--- src/rtl/control_sequencer.sv ---
// Multi-cycle LEGv8 control sequencer: fetches into the instruction register, steps the
// decoder state, and gates control-word side effects while data RAM is not ready.
module control_sequencer #(
    parameter int MAX_WAIT = 15,
    parameter int CNT_W    = 16
) (
    input  logic             clock,
    input  logic             reset_n,
    input  logic             run,
    output logic             imem_req,
    input  logic             imem_ready,
    input  logic [31:0]      imem_data,
    output logic [31:0]      ir,
    output logic [1:0]       state,
    input  logic [32:0]      cw_in,
    input  logic             ram_ready,
    output logic [32:0]      cw_out,
    output logic             busy,
    output logic             fault,
    output logic [CNT_W-1:0] retired,
    output logic [1:0]       dbg_fsm
);

    // Handshakes: a fetch completes in a cycle where imem_req && imem_ready; a data access
    // completes in a cycle where cw_in[8] && ram_ready. Both sides see the same cycle.
    typedef enum logic [1:0] {
        S_FETCH = 2'd0,
        S_EXEC  = 2'd1,
        S_HALT  = 2'd2
    } fsm_t;

    // rf_w, ram_w, pc_fs, status_ld: fields that must not take effect during a stall
    localparam logic [32:0] GATE_MASK = 33'h0_0000_02B4;
    localparam logic [7:0]  LAST_WAIT = 8'(MAX_WAIT - 1);

    fsm_t             r_fsm, w_fsm_nxt;
    logic [31:0]      r_ir;
    logic [1:0]       r_state, w_state_nxt;
    logic [7:0]       r_wait, w_wait_nxt;
    logic             r_fault, w_fault_nxt;
    logic [CNT_W-1:0] r_retired, w_retired_nxt;
    logic             r_first;
    logic             w_ir_load;
    logic             w_stall;
    logic             w_timeout;
    logic             w_req, w_busy;
    logic [32:0]      w_cw;

    assign w_stall   = cw_in[8] && !ram_ready;
    assign w_timeout = (r_wait == LAST_WAIT);

    always_comb begin
        w_fsm_nxt     = r_fsm;
        w_state_nxt   = r_state;
        w_wait_nxt    = r_wait;
        w_fault_nxt   = r_fault;
        w_retired_nxt = r_retired;
        w_ir_load     = 1'b0;
        w_req         = 1'b0;
        w_busy        = 1'b0;
        w_cw          = '0;
        case (r_fsm)
            S_FETCH: begin
                // The first cycle out of reset never issues a fetch
                if (run && !r_first) begin
                    w_req  = 1'b1;
                    w_busy = 1'b1;
                    if (imem_ready) begin
                        w_ir_load   = 1'b1;
                        w_wait_nxt  = '0;
                        w_state_nxt = 2'b00;
                        w_fsm_nxt   = S_EXEC;
                    end else if (w_timeout) begin
                        w_fault_nxt = 1'b1;
                        w_fsm_nxt   = S_HALT;
                    end else begin
                        w_wait_nxt = r_wait + 8'd1;
                    end
                end else begin
                    w_wait_nxt = '0;
                end
            end
            S_EXEC: begin
                w_busy = 1'b1;
                if (w_stall) begin
                    w_cw = cw_in & ~GATE_MASK;
                    if (w_timeout) begin
                        w_fault_nxt = 1'b1;
                        w_fsm_nxt   = S_HALT;
                    end else begin
                        w_wait_nxt = r_wait + 8'd1;
                    end
                end else begin
                    w_cw       = cw_in;
                    w_wait_nxt = '0;
                    if (cw_in[1:0] != 2'b00) begin
                        w_state_nxt = cw_in[1:0];
                    end else begin
                        w_state_nxt   = 2'b00;
                        w_retired_nxt = r_retired + {{(CNT_W-1){1'b0}}, 1'b1};
                        w_fsm_nxt     = S_FETCH;
                    end
                end
            end
            S_HALT: begin
                w_busy = 1'b1;
            end
            default: begin
                w_fsm_nxt = S_FETCH;
            end
        endcase
        if (!reset_n) begin
            w_req  = 1'b0;
            w_busy = 1'b0;
            w_cw   = '0;
        end
    end

    always_ff @(posedge clock) begin
        if (!reset_n) begin
            r_fsm     <= S_FETCH;
            r_ir      <= '0;
            r_state   <= 2'b00;
            r_wait    <= '0;
            r_fault   <= 1'b0;
            r_retired <= '0;
            r_first   <= 1'b1;
        end else begin
            r_fsm     <= w_fsm_nxt;
            r_state   <= w_state_nxt;
            r_wait    <= w_wait_nxt;
            r_fault   <= w_fault_nxt;
            r_retired <= w_retired_nxt;
            r_first   <= 1'b0;
            if (w_ir_load) begin
                r_ir <= imem_data;
            end
        end
    end

    assign imem_req = w_req;
    assign busy     = w_busy;
    assign cw_out   = w_cw;
    assign ir       = r_ir;
    assign state    = r_state;
    assign fault    = r_fault;
    assign retired  = r_retired;
    assign dbg_fsm  = r_fsm;

endmodule

--- config.mk ---
export PLATFORM = sky130hd
export DESIGN_NAME = control_sequencer
export DESIGN_NICKNAME = d
export VERILOG_FILES = /design/src/rtl/control_sequencer.sv
export SDC_FILE = /design/constraint.sdc
export NUM_CORES = 1
export LEC_CHECK = 0
export ABC_CLOCK_PERIOD_IN_PS = 4400
export CAP_MARGIN = 20
export CORE_MARGIN = 3
export CORE_UTILIZATION = 42
export DETAILED_ROUTE_END_ITERATION = 6
export PLACE_DENSITY = 0.95
export SYNTH_ARGS = -nofsm -noshare
export SYNTH_HDL_FRONTEND = slang
export SYNTH_SLANG_ARGS = --single-unit
--- constraint.sdc ---
create_clock -name clock -period 4.4 [get_ports clock]
set_input_delay 0.66 -clock clock [delete_from_list [all_inputs] [get_ports clock]]
set_output_delay 0.66 -clock clock [all_outputs]
set_load 0.005 [all_outputs]
After elaboration in Yosys (flattened, before gate mapping)
Index checks and enable logic that the tools add are counted.

operators by class
  $add $sub $neg = 2
  equality and inequality tests = 9
  multiplexer cells = 33
  bitwise logic cells = 3
  reduce and logical (&&, ||, !) cells = 12

operator list
  kind                                                 number
  2-to-1 mux 33 bit                                    2
  2-to-1 mux 8 bit                                     4
  2-to-1 mux 2 bit                                     9
  adder 16 x 1 -> 16 bit, second input constant        1
  one-hot mux 8 bit (2 select lines)                   1
  2-to-1 mux 1 bit                                     12
  2-to-1 mux 10 bit                                    1
  != test 2 bit, second input constant                 5
  adder 8 x 1 -> 8 bit, second input constant          1
  equality test 8 x 4 -> 1 bit, second input constant  1
  AND reduction 4 bit                                  2
  one-hot mux 2 bit (3 select lines)                   1
  AND reduction 3 bit                                  2
  one-hot mux 1 bit (2 select lines)                   2
  one-hot mux 2 bit (2 select lines)                   1
  nonzero test 2 bit                                   2
  != test 3 bit, second input constant                 1
  inverter 1 bit                                       3
  equality test 2 x 1 -> 1 bit, second input constant  1
  equality test 2 bit, second input constant           1
  logical AND 1 bit                                    2
  logical NOT 1 bit                                    2
  logical NOT 2 bit                                    1
  OR reduction 2 bit                                   1

word-level totals
  bits in registers = 62
  bits of input ports = 70
  output and inout bits = 88
  word-level logic and storage cells = 66

Longest topological paths before layout
Gate-level depths: netlist of run 1.

  word-level depth = 5
  depth in mapped cells = 8
  gate-level depth less buffers = 6

Least setup slack after synthesis of run 1
OpenSTA, ideal clock, no wires.

  path kind = input to output
  start = input port reset_n
  end = output port imem_req
  arrival = 1.417 ns
  required time = 3.740 ns
  setup slack = 2.323 ns
  cell stages on the path = 4
  buffers on the path = 2
  path through = inv_1 -> clkbuf_1 -> buf_1 -> nor2_1

on the way
  longest elaborated chain between the ends = 1

RTL lines
  what              RTL line  source
  start, declared   8         input logic reset_n,
  2-to-1 mux 1 bit  112       if (!reset_n) begin
  end, declared     10        output logic imem_req,

No other way between the ends.

Worst setup path in the final report of run 1
  start = register r_fsm[1], in the netlist dbg_fsm[1]
  end = output port cw_out[5]

on the way
  longest elaborated chain between the ends = 3

RTL lines
  what                          RTL line  source
  start, declared               36        fsm_t r_fsm, w_fsm_nxt;
  start signal, assigned        129       r_fsm <= w_fsm_nxt;
  equality test 2 x 1 -> 1 bit  62        case (r_fsm)
  2-to-1 mux 33 bit             62
  2-to-1 mux 33 bit             112
  end, declared                 17        output logic [32:0] cw_out,

No other way between the ends.

==> metrics.yaml, run 1 <==
synth_compound_area_share_pct: 14.6
syn_nets: 445
peakVddDrop_mv: 0.245
power.density_nw_per_um2: 288
period_needed_ns: 3.22
htree_levels: 3
dp_hpwl_um: 6920
finClkSkew_ns: 0.00795
drive_gt1_share_pct: 5.57
post_cts_resized: 0
clock_latency_ns: 0.34
yosysSeqAreaShare_pct: 42.4
hp-start: "ir[30]"
synthMuxAreaShare_pct: 1.45
pwr-share-seq_pct: 42.7
io_buffer_count: 157
rsz0062_at_grt: "no"
worst_pin_slew_ns: 0.518
leakagePower_uw: 0.00184
critical_path_required_ns: 3.74
fmax_ghz: 0.311
start_util_pct: 44.8
fillers: 471
grt_max_degree: 46
grt_overflow: 0
synthSimpleGateAreaFrac_pct: 32.0
setup_viol: 0
coreArea_um2: 6530
final.setup.tns_ns: 0
antenna_cells: 0
ios: 158
post_cts_buffers: 0
pre_cts_slack_ns: 1.34
wl_per_cell_um: 15.9
hold_end: "ir[30]"
synth_edf_count: 0
period_share_pct: 73.1
first_pass_iters: 4
final_nets: 593
r2r_end: "r_wait[4]"
cell_internal_pwr_uw: 1060
slew_headroom_pct: 65.5
pwr-share-comb_pct: 13.7
cts_made_buffers: 9
cts_num_sinks: 62
synthCells: 368
die_y_um: 89.5
root_buffer: "clkbuf_8"
antenna_found_initial: 0
p_sw_share_pct: 22.9
ys.flop_type: "dfxtp_1"
mostFrequentLayoutCells: "clkdlybuf4s50_1, nand2_1, dfxtp_1"
ys_seq_elements: 62
wl_um: 9530
synthAdderAreaFrac_pct: 2.99
avgSynthCellArea_um2: 7.95
cp_max_fo: 28
yosysUniqueCellTypes: 46
vias: 3192
switching_power_uw: 315
gp_congestion: 0.791
startpoint_type: "register"
netlist_area_um2: 2930
seq_area_um2: 1240
holdCritPathClass: "reg2reg"
cts_tree: "built"
maxCapViolations: 0
reg2reg_slack_ns: 1.93
slew_violations: 0
route.detailed.drc: 0
grt_pass1_wl_um: 15000
cts_hold_buf: 0
clkTransAtPathRegs_ns: 0.07
synth_xor_area_share_pct: 2.10
grt_pass1_vias: 3099
status: "finished, final reports clean"
hold_viol: 0
crit_type: "reg2out"
r2r_cells: 7
setup_slack_ns: 1.18
async_flop_share_pct: 0
vias_per_cell: 5.34
syn_to_final_growth_pct: 63.4
ant_nets: 0
timing.rr.start: "dbg_fsm[1]"
die_area_um2: 8000
yosysWarnings: 0
cts_buffer_depth: 2
fp.dieW_um: 89.5
layout_commonest_cell: "clkdlybuf4s50_1"
rows: 29
clkPwrFrac_pct: 43.6
grtUsageTotal_pct: 24.2
multi_input_area_um2: 1550
drt_iter0_markers: 216
synth_top_family_by_area: "simple AND/OR/NAND/NOR gates"
arrival_ns: 2.56
end_kind: "primary output"
hold_path_depth: 2
## layer usage
| metal | global-route usage [%] | up-vias | routed length [um] |
|---|---|---|---|
| li1 | - | 1582 | - |
| met1 | 28.5 | 1474 | 3760 |
| met2 | 42.1 | 117 | 4940 |
| met3 | 7.83 | 19 | 640 |
| met4 | 6.63 | 0 | 182 |
| met5 | 0 | - | 0 |
## through the flow
step	total power, uW	instances	hold slack, ns	area, um2	utilization, %
floorplan	670	368	0.453	2930	-
global placement	779	581	0.441	4510	69.1
detailed placement	785	581	0.446	4510	69.1
CTS	1390	597	0.457	4750	72.8
global route	1440	598	0.473	4780	73.2
finish	1380	598	0.455	4780	73.2
## critical path, stage by stage (launching register included)
cell and delay, ns:
dfxtp_1 0.37, inv_1 0.10, ha_1 0.48, buf_4 0.33
and3_1 0.28, and2_1 0.16, clkdlybuf4s50_1 0.50
## state kept, by name, summed over array words and instances, names as in the netlist
register and cells:
ir 32, state 2, dbg_fsm 2, retired 16, r_first 1, fault 1
r_wait 8
## Yosys cell counts (all sizes together) (3+ instances only)
library cell / instances / area share (%)
a31oi: 4 / 0.86
nand2: 77 / 9.9
nand3: 11 / 1.9
nor2b: 3 / 0.64
nand4: 8 / 1.7
inv: 6 / 0.77
o311ai: 3 / 0.90
a21oi: 43 / 7.4
and3: 33 / 7.1
clkbuf: 22 / 2.8
and2: 9 / 1.9
or3: 4 / 0.90
o21ai: 6 / 1.0
nand2b: 3 / 0.64
buf: 3 / 0.90
xor2: 6 / 1.8
ha: 7 / 3.0
or4: 5 / 1.3
nor2: 18 / 2.3
dfxtp: 62 / 42
o31ai: 6 / 1.5
nor4: 3 / 0.64
## worst max path at each step
stage,start,endpoint,slack [ns],cells after the start
after global placement,ram_ready,cw_out[7],1.43,5
after CTS,dbg_fsm[1],cw_out[5],1.20,6
final,dbg_fsm[1],cw_out[5],1.18,6
after floorplan,reset_n,imem_req,2.32,4
after detailed placement,ram_ready,cw_out[5],1.34,5
after global routing,dbg_fsm[1],cw_out[7],0.96,6
## logic make-up after synthesis
kind of cell | after synthesis
buffers and inverters | 31
AOI/OAI and AO/OA | 72
DFF | 62
and+or+nand+nor | 185
adders and majority gates | 7
muxes | 4
xor gates and xnor gates | 7
## layout make-up
type | instances | share of cell area, %
repair buffers | 162 | 34.1
multi-input cells | 275 | 32.5
flip-flops and latches | 62 | 26.0
clock buffers | 10 | 2.67
clock inverters | 6 | 2.30
well taps | 77 | 2.02
inverters | 6 | 0.471
## power by group through the flow
| stage | Clock [uW] | Combinational (uW) | Sequential, uW |
|---|---|---|---|
| after floorplan | 0 | 69.5 | 600 |
| after global placement | 0 | 179 | 600 |
| after detailed placement | 0 | 184 | 601 |
| after CTS | 612 | 186 | 588 |
| after global routing | 641 | 206 | 590 |
| final | 601 | 189 | 589 |
(Power assumes the default switching activity.)
==> run 2: changes to the inputs <==
Settings changed: ABC_CLOCK_PERIOD_IN_PS 4400 to 3250, CORE_UTILIZATION 42 to 39, PLACE_DENSITY 0.95 to 0.9.
Clock period 4.4 ns to 3.25 ns, I/O delays scaled along.
==> run 2 against run 1 <==
Compared with the run above:
- combinational power grew 35%
- sequential share of layout area grew 0.11 points
- wire length down 2.8%
- count of clock-buffer cells in the layout unchanged
- clock power increased by 10%
- register-to-register slack got worse by 1.3 ns
- sequential power increased by 35%
- critical path type unchanged
- via count is essentially flat
==> metrics.yaml, run 2 (synthesized netlist as in run 1, its figures left out) <==
status: "finished, final reports clean"
cpPeakStageDelay_ns: 0.63  # +0.13 ns
final.setup.tns_ns: 0  # unchanged
setup_slack_ns: 0.330  # -0.854 ns
ios: 158  # unchanged
rows: 30  # +3.4%
post_cts_resized: 0  # unchanged
period_share_pct: 89.8
fmax_ghz: 0.343
cts_tree: "built"
largest_register_ffs: 32  # unchanged
r2r_end: "retired[13]"
vias_per_cell: 5.16  # -3.3%
cp_max_fo: 24  # -14%
critical_path_required_ns: 2.76  # -0.98 ns
final_cells: 619  # +3.5%
crit_type: "reg2out"
grtUsageTotal_pct: 21.3  # -2.9 points
maxCapViolations: 0  # unchanged
m1WireLength_um: 3820  # +1.5%
wl_met2_um: 4740  # -4.0%
grt_overflow: 0  # unchanged
syn_to_final_growth_pct: 62.7
cp_num_cells: 5  # -1
worst_pin_slew_ns: 0.723  # +0.204 ns
wl_um: 9260  # -2.8%
reg2reg_slack_ns: 0.64  # -1.29 ns
critPathSlowestCell: "ha_1"
power.density_nw_per_um2: 360  # +25%
slew_violations: 0  # unchanged
first_pass_iters: 4  # unchanged
dp_hpwl_um: 7070  # +2.1%
grt_pass1_vias: 3067  # -1.0%
whs_ns: 0.455  # -0.000384 ns
critPathTopFamily: "buffers and inverters"
gp_congestion: 0.878  # +11%
crit_buf_inv: 3  # unchanged
leakagePower_uw: 0.00183  # -0.43%
antenna_cells: 0  # unchanged
cts_num_sinks: 62  # unchanged
end_kind: "primary output"
holdCritPathClass: "reg2reg"
timing.rr.start: "dbg_fsm[1]"
drive_gt1_share_pct: 6.31  # +0.74 points
io_buffer_count: 157  # unchanged
grt_pass1_wl_um: 14900  # -0.88%
start_util_pct: 41.7  # -3.1 points
die_area_um2: 8580  # +7.2%
die_y_um: 92.6  # +3.5%
met3_length_um: 564  # -12%
top_layer: "met4"
grt_max_degree: 36  # -22%
antenna_found_initial: 0  # unchanged
root_buffer: "clkbuf_8"
fp.dieW_um: 92.6  # +3.5%
coreArea_um2: 7020  # +7.5%
crit_start: "dbg_fsm[1]"
slew_headroom_pct: 51.8  # -14 points
mostFrequentLayoutCells: "clkdlybuf4s50_1, nand2_1, dfxtp_1"
ant_nets: 0  # unchanged
wl_per_cell_um: 15.0  # -6.1%
route.detailed.drc: 0  # unchanged
cts_buffer_depth: 2  # unchanged
dp_cells: 603  # +3.8%
peakVddDrop_mv: 0.327  # +33%
rsz0062_at_grt: "no"
hold_viol: 0  # unchanged
pre_cts_slack_ns: 0.489  # -0.855 ns
path_cells: "inv_1, ha_1, buf_4, and3_1, clkdlybuf4s50_1"
setup_viol: 0  # unchanged
cts_made_buffers: 9  # unchanged
arrival_ns: 2.43  # -0.13 ns
clock_latency_ns: 0.32  # -0.02 ns
vias: 3195  # +0.094%
layout_commonest_cell: "clkdlybuf4s50_1"
htree_levels: 3  # unchanged
finClkSkew_ns: 0.00654  # -0.00141 ns
cts_hold_buf: 0  # unchanged
startpoint_type: "register"
crit_end: "cw_out[6]"
drt_iter0_markers: 122  # -44%
clkTransAtPathRegs_ns: 0.07  # about the same
r2r_cells: 6  # -1
hold_path_depth: 2  # unchanged
post_cts_buffers: 0  # unchanged
final_nets: 595  # +0.34%
period_needed_ns: 2.92
-- run 2: changes by cell type in the layout (fill, tap and decap cells not counted), sizes merged --
cell,change
buf,+2
clkinvlp,-1
bufinv,-2
clkinv,+2
inv,+1
-- run 2: power by group --
part	leakage, uW	total (uW)	internal (uW)	switching [uW]
Sequential	0.000502	797	781	16.0
Clock	0.000102	662	372	290
Combinational	0.00123	256	151	104
-- run 2: worst min path at each step --
| stage | start | to | slack, ns |
|---|---|---|---|
| final | ir[6] | ir[6] | 0.45 |
| after global routing | ir[6] | ir[6] | 0.48 |
| after CTS | ir[17] | ir[17] | 0.46 |
| after detailed placement | ir[11] | ir[11] | 0.45 |
| after global placement | ir[8] | ir[8] | 0.44 |
| after floorplan | ir[0] | ir[0] | 0.45 |
-- run 2: final cells by class --
class / count / area [um2]
fill: 609 / 2260
timing repair buffer: 164 / 1620
inverter: 6 / 22.5
sequential: 62 / 1240
clock buffer: 10 / 138
clock inverter: 6 / 61.3
tap: 96 / 120
multi-input combinational: 275 / 1550
-- run 2: layer usage --
layer,global-route usage (%),vias to the layer above
met4,6.06,0
li1,-,1582
met5,0,-
met1,25.7,1502
met3,5.93,15
met2,36.9,96
-- run 2: metrics by stage --
step | area, um2 | total power [uW] | utilization (%)
after floorplan | 2930 | 906 | -
after global placement | 4560 | 1060 | 65.0
after detailed placement | 4560 | 1070 | 65.0
after CTS | 4760 | 1730 | 67.8
after global routing | 4760 | 1800 | 67.8
final | 4760 | 1710 | 67.8
-- run 2: worst register-to-register path: cells and delay by family (launching register included) --
family / cells / cell delay, ns
fa+ha+maj: 1 / 0.63
compound gates: 1 / 0.17
buf+inv: 1 / 0.10
simple gates: 3 / 1.29
flops: 1 / 0.36
==> run 3: changes to the inputs <==
Settings changed: CAP_MARGIN 20 to not set, RECOVER_POWER set to 50, TNS_END_PERCENT set to 5.
==> run 3 against run 2 <==
Compared with the run above:
- worst setup slack improved by 0.0073 ns
- via count rose by 0.34%
- clock skew barely moved
- core utilization fell by 0.053 points
- register-to-register slack barely moved
- wire length fell by 0.76%
- sequential share of layout area barely moved
- total power fell by 0.39%
- critical path type unchanged
- critical endpoint unchanged
- largest power group unchanged
- highest routed layer unchanged
==> metrics.yaml, run 3 (synthesized netlist as in run 1, its figures left out) <==
finClkSkew_ns: 0.00679  # +0.000254 ns
clock_latency_ns: 0.32  # about the same
cts_tree: "built"
m1WireLength_um: 3750  # -1.9%
critPathSlowestCell: "ha_1"
grt_max_degree: 36  # unchanged
wl_met2_um: 4720  # -0.49%
wl_um: 9190  # -0.76%
end_kind: "primary output"
drive_gt1_share_pct: 6.12  # -0.19 points
grt_pass1_vias: 3067  # unchanged
crit_type: "reg2out"
fp.dieW_um: 92.6  # unchanged
mostFrequentLayoutCells: "clkdlybuf4s50_1, nand2_1, dfxtp_1"
fillers: 609  # unchanged
setup_viol: 0  # unchanged
maxCapViolations: 0  # unchanged
hold_viol: 0  # unchanged
final_nets: 595  # unchanged
leakagePower_uw: 0.00201  # +9.5%
ios: 158  # unchanged
slew_violations: 0  # unchanged
critPathTopFamily: "buffers and inverters"
peakVddDrop_mv: 0.327  # +0.12%
cts_made_buffers: 9  # unchanged
status: "finished, final reports clean"
layout_commonest_cell: "clkdlybuf4s50_1"
drt_iter0_markers: 141  # +16%
coreArea_um2: 7020  # unchanged
seq_area_um2: 1240  # unchanged
start_util_pct: 41.7  # unchanged
met3_length_um: 586  # +3.9%
arrival_ns: 2.42  # about the same
die_y_um: 92.6  # unchanged
antenna_found_initial: 0  # unchanged
die_area_um2: 8580  # unchanged
dp_hpwl_um: 7070  # unchanged
holdCritPathClass: "reg2reg"
dp_cells: 603  # unchanged
post_cts_buffers: 0  # unchanged
root_buffer: "clkbuf_8"
route.detailed.drc: 0  # unchanged
first_pass_iters: 4  # unchanged
power.density_nw_per_um2: 359  # -0.31%
critical_path_required_ns: 2.76  # about the same
cts_hold_buf: 0  # unchanged
multi_input_area_um2: 1550  # unchanged
gp_congestion: 0.878  # unchanged
ant_nets: 0  # unchanged
rows: 30  # unchanged
top_layer: "met4"
vias_per_cell: 5.18  # +0.34%
period_needed_ns: 2.91  # -0.00727 ns
grt_overflow: 0  # unchanged
cpPeakStageDelay_ns: 0.63  # about the same
path_cells: "inv_1, ha_1, buf_4, and3_1, clkdlybuf4s50_1"
wl_per_cell_um: 14.8  # -0.76%
clkTransAtPathRegs_ns: 0.07  # about the same
largest_register_ffs: 32  # unchanged
startpoint_type: "register"
vias: 3206  # +0.34%
slew_headroom_pct: 11.0  # -41 points
fmax_ghz: 0.343  # +0.25%
rsz0062_at_grt: "no"
antenna_cells: 0  # unchanged
post_cts_resized: 0  # unchanged
io_buffer_count: 157  # unchanged
cts_num_sinks: 62  # unchanged
worst_pin_slew_ns: 1.33  # +0.612 ns
cp_max_fo: 24  # unchanged
cts_buffer_depth: 2  # unchanged
final.setup.tns_ns: 0  # unchanged
whs_ns: 0.452  # -0.00293 ns
period_share_pct: 89.6  # -0.22 points
htree_levels: 3  # unchanged
syn_to_final_growth_pct: 62.6  # about the same
grt_pass1_wl_um: 14900  # unchanged
grtUsageTotal_pct: 21.3  # unchanged
final_cells: 619  # unchanged
crit_buf_inv: 3  # unchanged
run 3: final cells by class:
cell class / instances / share of cell area [%]
clock buffers: 10 / 2.89
clock inverters: 6 / 1.29
repair buffers: 164 / 34.1
inverters: 6 / 0.474
multi-input cells: 275 / 32.6
well taps: 96 / 2.53
flip-flops and latches: 62 / 26.1
run 3: worst paths after layout:
kind | from | to | slack, ns | depth (start not counted)
worst max-delay path | dbg_fsm[1] | cw_out[6] | 0.34 | 5
worst min register to register | ir[6] | ir[6] | 0.45 | 2
worst max register to register | dbg_fsm[1] | retired[13] | 0.65 | 6
worst min-delay path | ir[6] | ir[6] | 0.45 | 2
run 3: through the flow:
stage | worst slack (ns) | total power (uW) | area (um2) | util, %
floorplan | 1.31 | 906 | 2930 | -
global placement | 0.565 | 1060 | 4560 | 65.0
detailed placement | 0.489 | 1070 | 4560 | 65.0
CTS | 0.332 | 1730 | 4760 | 67.8
global route | 0.188 | 1790 | 4760 | 67.8
finish | 0.338 | 1710 | 4760 | 67.8
run 3: metal layers:
layer  global-route usage [%]  vias up
met2                     36.9       97
li1                         -     1582
met4                     6.06        0
met3                     5.93       15
met1                     25.7     1512
met5                        0        -
run 3: power by group:
| part | internal, uW | switching, uW |
|---|---|---|
| Combinational | 146 | 104 |
| Sequential | 781 | 15.4 |
| Clock | 372 | 290 |
run 3: worst register-to-register path, cell delays in order (launching register included):
cell and delay, ns:
dfxtp_1 0.36, inv_1 0.10, ha_1 0.63, nand4_1 0.24
or3_1 0.50, or4_1 0.55, a21oi_1 0.16
==> edit 1: new RTL, config.mk and constraints of run 2 <==
The parameter `CNT_W` goes from 16 to 32.
--- a/src/rtl/control_sequencer.sv
+++ b/src/rtl/control_sequencer.sv
@@ -3,5 +3,5 @@
 module control_sequencer #(
     parameter int MAX_WAIT = 15,
-    parameter int CNT_W    = 16
+    parameter int CNT_W    = 32
 ) (
     input  logic             clock,
Interface: changed (resized retired); port bits go from 158 to 174. The function was not compared with the original's and may differ.
==> edit 1 against run 2 <==
Setup slack improved by 0.23 ns. Clock power increased by 11%. Combinational power decreased by 7%. Largest power group unchanged. Sequential cell count increased by 16. Wire length increased by 26%. Critical path type unchanged. Cell area increased by 20%. Fmax increased by 8.7%. Synthesized area increased by 25%. Total power increased by 14%.
==> edit 1: results (changes against run 2) <==
===========================================================================
Ranking of synthesized cells by instance count ............... sky130_fd_sc_hd__nand2_1 (85), sky130_fd_sc_hd__dfxtp_1 (78), sky130_fd_sc_hd__a21oi_1 (49)
Final Wtd Congestion .........................................        0.825   -6.0%
Vias in the first global route ...............................         3791   +24%
Detailed router's first-iteration violation count ............          209   +71%
Mapped Cells .................................................          459   +25%
Syn Nets .....................................................          536   +20%
Slowest cell on the critical path ............................ sky130_fd_sc_hd__clkdlybuf4s50_1
Overall power ................................................      1.96 mW   +14%
Max Clock Skew ...............................................   0.00904 ns   +0.00250 ns
Wire length of the first global-routing pass .................     18300 µm   +22%
Period utilization ...........................................        0.826   -0.0719
R2r setup slk ................................................      1.02 ns   +0.38 ns
Worst path max stage delay ...................................      0.51 ns   -0.12 ns
Wire length per cell .........................................      15.8 µm   +5.3%
Sum of net half-perimeters after detailed placement ..........      8620 µm   +22%
Critical Path Fanout Max .....................................           34   +42%
Routed WL ....................................................     11600 µm   +26%
Static power due to leakage ..................................      2.06 nW   +13%
Filler cells .................................................          722   +19%
Minimum hold slack ...........................................     0.461 ns   +0.00575 ns
Router iterations before antenna repair ......................            5   +1
Arrival @ worst endpoint .....................................      2.20 ns   -0.23 ns
Worst min-delay path endpoint ................................        ir[9]
Met2 Use GR ..................................................        0.380   +0.0112
Dpl cell area ................................................  0.00549 mm²   +20%
Capturing element of the worst setup path ....................   cw_out[12]
Ranking of synthesized cells by area ......................... sky130_fd_sc_hd__dfxtp_1 (43%), sky130_fd_sc_hd__nand2_1 (8.7%), sky130_fd_sc_hd__a21oi_1 (6.7%)
Maximum number of pins on one net before global-route repair .           57   +58%
Fraction of met3 tracks used by global routing ...............       0.0771   +0.0178
Run status ................................................... finished clean
Max IR drop VDD ..............................................   0.000234 V   -28%
Final layout net count .......................................          702   +18%
Cell Count Post-Placement ....................................          722   +20%
Worst setup slack after placement ............................     0.550 ns   +0.0607 ns
Number of vias per cell after detailed routing ...............         5.27   +2.0%
Port bufs ....................................................          173   +10%
Layout-stage area growth over the synthesis result ...........        56.0%
Unique cell type count in the Yosys netlist ..................           44   -4.3%
Proportion of synthesized chip area in sequential cells ......        0.428   +0.00384
===========================================================================
## edit 1: cell count changes after synthesis, moves of 5 or more
cell / delta
sky130_fd_sc_hd__xnor2_1: +22
sky130_fd_sc_hd__nand2_1: +8
sky130_fd_sc_hd__nor3_1: +9
sky130_fd_sc_hd__nor2_1: +19
sky130_fd_sc_hd__clkbuf_1: +6
sky130_fd_sc_hd__xor2_1: -5
sky130_fd_sc_hd__nor4_1: +9
sky130_fd_sc_hd__dfxtp_1: +16
sky130_fd_sc_hd__a21oi_1: +6
## edit 1: kinds of logic (layout without fill, tap and decap cells)
family,Yosys count,after routing,synth area share
AO/OA/AOI/OAI,75,75,0.115
XOR/XNOR,24,24,0.0576
adder cells (fa/ha/maj),7,7,0.0240
buffers and inverters,36,207,0.0370
flip-flops,78,78,0.428
multiplexers,3,3,0.00823
AND/OR/NAND/NOR,236,236,0.330
## edit 1: area by class of cell
cell class | instances | area share
timing repair buffer | 184 | 0.319
clock inverter | 5 | 0.0103
multi-input combinational | 345 | 0.343
tap | 108 | 0.0238
sequential | 78 | 0.275
clock buffer | 11 | 0.0249
inverter | 7 | 0.00462
## edit 1: where the power goes
part	total (mW)	switching (mW)	internal, mW
Clock	0.737	0.361	0.376
Sequential	0.983	0.0105	0.972
Combinational	0.237	0.0944	0.143
## edit 1: worst max-delay path, delay by kind of cell, from the launching register on
family,cells,cell delay [ns]
adder cells (fa/ha/maj),1,0.35
buffers and inverters,2,0.85
flip-flops,1,0.41
AND/OR/NAND/NOR,1,0.23
## edit 1: metal layers
metal	routed length, µm	up-vias
met3	1010	16
met2	5850	141
met4	153	0
met5	0	-
li1	-	1916
met1	4620	1813
==> edit 2: new RTL, config.mk and constraints of run 2 <==
Made on the original files. Make the reset (`reset_n`) asynchronous in one clocked block.
--- a/src/rtl/control_sequencer.sv
+++ b/src/rtl/control_sequencer.sv
@@ -117,5 +117,5 @@
     end
 
-    always_ff @(posedge clock) begin
+    always_ff @(posedge clock or negedge reset_n) begin
         if (!reset_n) begin
             r_fsm     <= S_FETCH;
Behaviour: differs if reset_n is asserted again (counterexample within 4 cycles, from zero or initial values and one cycle with reset_n low); with reset_n held inactive, the same outputs for 10 cycles.
==> edit 2 against run 2 <==
Die area increased by 2.8%. Cell area increased by 1.3%. Synthesized area increased by 3.0%. Hold slack got worse by 0.43 ns. First-iteration DRC count decreased by 7.4%. Sequential cell count unchanged. Wire length decreased by 12%. Setup slack improved by 0.22 ns.
Power is not compared: it rests on default switching activity, and its combinational part moved more than twofold at a synthesized area within 25%.
==> edit 2: results (changes against run 2) <==
==========================================================================================
Footprint of the multi-input gates ..........................................  0.00136 mm²   -13%
Slowest cell on the critical path ........................................... sky130_fd_sc_hd__clkdlybuf4s50_1
Sum of net half-perimeters after detailed placement .........................      6220 µm   -12%
Final Wtd Congestion ........................................................        0.843   -4.0%
Ranking of synthesized cells by instance count .............................. sky130_fd_sc_hd__dfrtp_1 (61), sky130_fd_sc_hd__mux2_2 (34), sky130_fd_sc_hd__and3_1 (31)
Wire length of the first global-routing pass ................................     13100 µm   -12%
Detailed router's first-iteration violation count ...........................          113   -7.4%
Run status .................................................................. finished clean
Worst setup slack after placement ...........................................     0.639 ns   +0.150 ns
Syn Nets ....................................................................          340   -24%
Number of vias per cell after detailed routing ..............................         5.07   -1.8%
Share of the final layout cell area in sequential cells .....................        0.322   +0.0612
Post-Syn Area per Cell ......................................................     11.5 µm²   +44%
Layout cells sized above 1 ..................................................        0.137   +0.0737
Max Clock Skew ..............................................................   0.00666 ns   +0.000123 ns
Insertion delay to the later sink of the worst-skew pair ....................      0.34 ns   +0.02 ns
Worst path max stage delay ..................................................      0.50 ns   -0.13 ns
Reg2Reg Capture Point .......................................................  retired[10]
Share of synthesized cell area in full adder, half adder and majority cells .       0.0291   -0.000858
Unique cell type count in the Yosys netlist .................................           48   +4.3%
Arrival @ worst endpoint ....................................................      2.21 ns   -0.22 ns
Overall power ...............................................................      2.95 mW
Non-clk invs ................................................................           11   +5
Ranking of synthesized cells by area ........................................ sky130_fd_sc_hd__dfrtp_1 (51%), sky130_fd_sc_hd__mux2_2 (13%), sky130_fd_sc_hd__and3_1 (6.4%)
Maximum number of pins on one net before global-route repair ................           59   +64%
Placeable Area ..............................................................  0.00737 mm²   +5.0%
Final-layout clock buffer total .............................................           12   +2
Final non-clock buffer share ................................................        0.330   -0.0112
Share of synthesized area spent on multiplexers .............................        0.130   +0.116
Wire length per cell ........................................................      15.6 µm   +4.0%
Non-CTS buffers .............................................................          160   -2.4%
Global-route total usage across every layer .................................        0.190   -0.0226
==========================================================================================
[edit 2: per-layer routing]
layer / vias to the layer above / GRT usage / share of wire
li1: 1244 / - / -
met1: 1274 / 0.196 / 0.36
met2: 120 / 0.336 / 0.51
met3: 13 / 0.0753 / 0.11
met4: 0 / 0.0890 / 0.016
met5: - / 0 / 0
[edit 2: logic make-up (layout without fill, tap and decap cells)]
group	after synthesis	in the layout
xor+xnor	17	17
simple gates	89	89
flops	62	62
compound gates	28	28
buf+inv	24	185
mux	35	35
other cells	1	1
fa+ha+maj	7	7
[edit 2: worst max path at each step]
stage	end	cells after the start	start
after detailed placement	cw_out[4]	5	ram_ready
after global placement	cw_out[9]	5	ram_ready
final	cw_out[8]	5	dbg_fsm[1]
after global routing	cw_out[30]	5	dbg_fsm[1]
after floorplan	retired[15]	8	dbg_fsm[1]
after CTS	cw_out[8]	5	dbg_fsm[1]
